File: src/rtl/dm_bridge.sv
// dm_bridge: holds the memory stage while one load/store runs over a req/ack bus with a timeout abort
module dm_bridge #(
  parameter int TIMEOUT = 255
) (
  input  logic        clk,
  input  logic        rstn,
  input  logic        mem_r,
  input  logic        mem_w,
  input  logic [31:0] Addr_in,
  input  logic [3:0]  wea_mem,
  input  logic [31:0] Data_write_to_dm,
  output logic [31:0] Data_read_from_dm,
  output logic        stall,
  output logic        bus_err,
  output logic        bus_req,
  output logic        bus_we,
  output logic [31:0] bus_addr,
  output logic [3:0]  bus_be,
  output logic [31:0] bus_wdata,
  input  logic [31:0] bus_rdata,
  input  logic        bus_ack
);
  typedef enum logic [1:0] {IDLE, REQ, DONE} state_t;
  state_t      state;
  logic [15:0] cnt;
  logic [31:0] rd_q;
  logic        wr, acc;
  assign wr = mem_w & (|wea_mem);
  assign acc = wr | mem_r;
  assign stall = ((state == IDLE) & acc) | (state == REQ);
  assign Data_read_from_dm = rd_q;
  // Transaction FSM: latch the access in IDLE, wait for ack or timeout in REQ, release the pipe for one DONE cycle
  always_ff @(posedge clk or negedge rstn) begin
    if (!rstn) begin
      state     <= IDLE;
      cnt       <= '0;
      rd_q      <= '0;
      bus_err   <= 1'b0;
      bus_req   <= 1'b0;
      bus_we    <= 1'b0;
      bus_addr  <= '0;
      bus_be    <= '0;
      bus_wdata <= '0;
    end else begin
      bus_err <= 1'b0;
      case (state)
        IDLE: if (acc) begin
          state     <= REQ;
          bus_req   <= 1'b1;
          bus_we    <= wr;
          bus_addr  <= {Addr_in[31:2], 2'b00};
          bus_be    <= wr ? wea_mem : 4'b1111;
          bus_wdata <= wr ? Data_write_to_dm : 32'h0;
        end
        REQ: if (bus_ack) begin
          state   <= DONE;
          bus_req <= 1'b0;
          cnt     <= '0;
          rd_q    <= bus_we ? rd_q : bus_rdata;
        end else if (cnt == 16'(TIMEOUT - 1)) begin
          state   <= DONE;
          bus_req <= 1'b0;
          cnt     <= '0;
          rd_q    <= 32'h0;
          bus_err <= 1'b1;
        end else begin
          cnt <= cnt + 16'd1;
        end
        default: state <= IDLE;
      endcase
    end
  end
endmodule

File: config.mk
export PLATFORM = sky130hd
export DESIGN_NAME = dm_bridge
export DESIGN_NICKNAME = d
export VERILOG_FILES = /design/src/rtl/dm_bridge.sv
export SDC_FILE = /design/constraint.sdc
export NUM_CORES = 1
export LEC_CHECK = 0
export BUFFER_PORTS_ARGS = -buffer_cell sky130_fd_sc_hd__buf_4
export CAP_MARGIN = 20
export CORE_MARGIN = 4
export CORE_UTILIZATION = 53
export CTS_BUF_LIST = sky130_fd_sc_hd__clkbuf_8
export CTS_CLUSTER_SIZE = 8
export DETAILED_ROUTE_END_ITERATION = 6
export PLACE_DENSITY_LB_ADDON = 0.05
export SYNTH_ARGS = -nofsm -noshare
export SYNTH_HDL_FRONTEND = slang
export SYNTH_SLANG_ARGS = --single-unit
File: constraint.sdc
create_clock -name clk -period 4.8 [get_ports clk]
set_clock_uncertainty 0.05 [all_clocks]
set_input_delay 0.24 -clock clk [delete_from_list [all_inputs] [get_ports clk]]
set_output_delay 0.24 -clock clk [all_outputs]
set_load 0.02 [all_outputs]
==> results.sh <==
export IMPL_status="complete, but fails checks"
export IMPL_violations="design-rule violations"
export IMPL_core_area_um2=8680
export IMPL_p_comb_frac=0.441
export IMPL_grt_pass1_wl_mm=26.4
export IMPL_startpoint_type="input pin"
export IMPL_drc_errors=1
export IMPL_row_count=34
export IMPL_end_kind="primary output"
export IMPL_fin_crit_ns=2.71
export IMPL_grt_max_degree=79
export IMPL_placed_area_um2=6290
export IMPL_slew_limit_headroom=0.331
export IMPL_switchingPower_mw=2.12
export IMPL_initial_core_util=0.544
export IMPL_antenna_left=0
export IMPL_switching_share=0.410
export IMPL_synth_edf_count=0
export IMPL_gp_congestion=0.807
export IMPL_path_clk_slew_ns=0.07
export IMPL_die_w_um=102
export IMPL_grt_usage=0.337
export IMPL_synthCells=416
export IMPL_hpwlAfterDp_mm=9.20
export IMPL_power_density_nw_per_um2=669
export IMPL_p_clk_frac=0.221
export IMPL_async_reset_ff_frac=1.00
export IMPL_period_share=0.564
export IMPL_ys_seq_area_frac=0.631
export IMPL_worstPathRequired_ns=4.51
export IMPL_cp_buffers_inverters=3
export IMPL_cpPeakStageDelay_ns=0.61
export IMPL_setup_violations=0
export IMPL_synth_area_um2=4720
export IMPL_via_per_inst=5.86
export IMPL_rsz0062_at_grt="false"
export IMPL_cts_tree="yes"
export IMPL_hold_path_class="in2reg"
export IMPL_drv_cap=0
export IMPL_pin_count=209
export IMPL_diodes=0
export IMPL_hold_slack_ns=0.0199
export IMPL_p_int_mw=3.05
export IMPL_ir_worst_vdd_mv=0.397
export IMPL_synthToLayoutAreaGrowth_pct=63.8
export IMPL_path_cells="dlygate4sd3_1 > buf_4 > o41a_1 > o21ai_4 > nand2_1 > buf_4"
export IMPL_ys_types=38
export IMPL_clk_latency_ns=0.43
export IMPL_max_freq_ghz=0.369
export IMPL_wl_per_cell_um=23.3
export IMPL_firstDrtPassIters=7
export IMPL_share_seq_of_total_power=0.338
export IMPL_synth_seq_cells=119
export IMPL_critPathKind="in2out"
export IMPL_cts_buffer_depth=2
export IMPL_cp_max_fo=28
export IMPL_drive_gt1_frac=0.344
export IMPL_antenna_found_initial=1
export IMPL_tns_ns=0
export IMPL_power_leakage_nw=3.93
export IMPL_syn_area_per_cell_um2=11.3
export IMPL_tightest_slew_ns=1.00
export IMPL_ys_warnings_count=0
export IMPL_final_nets=820
export IMPL_ys_flop_type="dfrtp_1"
export IMPL_totalWireLength_mm=19.4
export IMPL_p_total_mw=5.17
export IMPL_drt_iter0_drc=436
export IMPL_vias=4886
export IMPL_cts_max_level=4
export IMPL_crit_family="compound AO/OA/AOI/OAI gates"
export IMPL_hold_viol=0
export IMPL_grt_overflow_total=0
export IMPL_die_h_um=102
export IMPL_maxSlewViolCount=0
export IMPL_dieArea_um2=10500
export IMPL_io_buffers=204
export IMPL_clock_sink_count=119
export IMPL_first_global_vias=5017
export IMPL_cts_root_buf="clkbuf_8"
export IMPL_cts_buffers=17
export IMPL_post_route_util=0.891
export IMPL_cp_arrival_ns=2.42
export IMPL_slowest_stage="o21ai_4"
export IMPL_worst_path_most_repeated_cell="buf_4"
export IMPL_cts_resized=0
export IMPL_design_area_um2=7730
==> cells by family after synthesis <==
kind of cell / after synthesis / synth area share
simple gates: 160 / 0.150
flops: 119 / 0.631
fa+ha+maj: 2 / 0.00530
xor+xnor: 1 / 0.00186
compound gates: 101 / 0.172
other cells: 1 / 0.000795
buf+inv: 32 / 0.0392
==> power by group through the flow <==
| stage | Clock (mW) | Sequential, mW | Combinational, mW |
|---|---|---|---|
| floorplan | 0 | 2.12 | 0.724 |
| global placement | 0 | 1.66 | 2.01 |
| detailed placement | 0 | 1.68 | 2.07 |
| CTS | 1.09 | 1.67 | 2.16 |
| global route | 1.19 | 1.78 | 2.41 |
| finish | 1.14 | 1.75 | 2.28 |
==> cell usage in the layout (no fill, tap or decap), types with 2 or more instances in the layout <==
master | synthesis | routed
clkinv_2 | 0 | 2
nor3_2 | 3 | 4
ha_1 | 2 | 2
buf_16 | 0 | 2
a31o_2 | 2 | 2
dfrtp_1 | 119 | 119
a21oi_1 | 6 | 6
o31ai_1 | 2 | 2
nand4_1 | 4 | 4
clkbuf_8 | 0 | 18
o22a_1 | 4 | 4
nor3_1 | 4 | 3
nand2b_1 | 2 | 2
buf_4 | 6 | 208
o21ai_0 | 11 | 11
bufinv_16 | 0 | 6
inv_1 | 6 | 8
nor2b_1 | 2 | 2
and3_1 | 5 | 5
dlygate4sd3_1 | 0 | 93
clkinvlp_4 | 0 | 2
nor2_1 | 10 | 10
and4_1 | 2 | 2
conb_1 | 1 | 2
nand3_1 | 9 | 9
nand2_1 | 112 | 112
or3_1 | 3 | 3
a31oi_1 | 3 | 3
a22o_1 | 65 | 65
==> area by class of cell <==
| cell class | instances | area, um2 |
|---|---|---|
| clock inverter | 14 | 230 |
| fill | 342 | 948 |
| sequential | 119 | 2980 |
| multi-input combinational | 266 | 1570 |
| tap | 108 | 135 |
| inverter | 6 | 22.5 |
| clock buffer | 18 | 248 |
| timing repair buffer | 303 | 2550 |
==> what timing repair did <==
item / 4_1_cts / 5_1_grt
setup buffers: 0 / 0
endpoints found under the hold margin: 168 / 1
hold buffers: 92 / 1
==> synth_stat cells, types with 2 or more instances <==
| library cell | count | area [um2] |
|---|---|---|
| dfrtp_1 | 119 | 2980 |
| nand2b_1 | 2 | 12.5 |
| o21ai_0 | 11 | 55.1 |
| o21ai_1 | 2 | 10.0 |
| a31o_2 | 2 | 17.5 |
| a31oi_1 | 3 | 18.8 |
| and3_1 | 5 | 31.3 |
| nor2_1 | 10 | 37.5 |
| nor2b_1 | 2 | 12.5 |
| o31ai_1 | 2 | 15.0 |
| a22o_1 | 65 | 569 |
| buf_6 | 3 | 33.8 |
| buf_2 | 16 | 80.1 |
| nor3_1 | 4 | 20.0 |
| or3_1 | 3 | 18.8 |
| and4_1 | 2 | 17.5 |
| ha_1 | 2 | 25.0 |
| nand4_1 | 4 | 25.0 |
| nand2_1 | 112 | 420 |
| nand3_1 | 9 | 45.0 |
| a21oi_1 | 6 | 30.0 |
| inv_1 | 6 | 22.5 |
| o22a_1 | 4 | 35.0 |
| nor3_2 | 3 | 30.0 |
| buf_4 | 6 | 45.0 |
==> per-layer routing <==
metal	wire length, um	track usage	up-vias
met5	13	0	-
met4	951	0.159	2
met3	1940	0.100	77
met2	9940	0.578	347
met1	6600	0.388	2404
li1	-	-	2056
==> through the flow <==
step	setup WS [ns]	cells
finish	2.09	834
global route	2.01	834
CTS	2.13	832
detailed placement	2.49	708
global placement	2.53	707
floorplan	3.20	417
==> flip-flops by register name (all words and copies together) (netlist names) <==
register / cells
bus_be: 4
bus_err: 1
bus_addr: 30
bus_we: 1
bus_wdata: 32
cnt: 16
Data_read_from_dm: 32
bus_req: 1
state: 2
==> final timing paths <==
check | from | to | slack, ns | depth (start not counted)
worst min register to register | bus_addr[26]$_DFFE_PN0P_ | bus_addr[26]$_DFFE_PN0P_ | 0.43 | 2
worst max-delay path | wea_mem[0] | stall | 2.09 | 6
worst min-delay path | bus_rdata[17] | Data_read_from_dm[17]$_DFFE_PN0P_ | 0.02 | 2
worst max register to register | cnt[12]$_DFFE_PN0P_ | cnt[7]$_DFFE_PN0P_ | 2.62 | 5
max in group asynchronous | rstn | Data_read_from_dm[12]$_DFFE_PN0P_ | 3.11 | 3
min in group asynchronous | rstn | bus_wdata[22]$_DFFE_PN0P_ | 0.46 | 2
(Power assumes the default switching activity.)
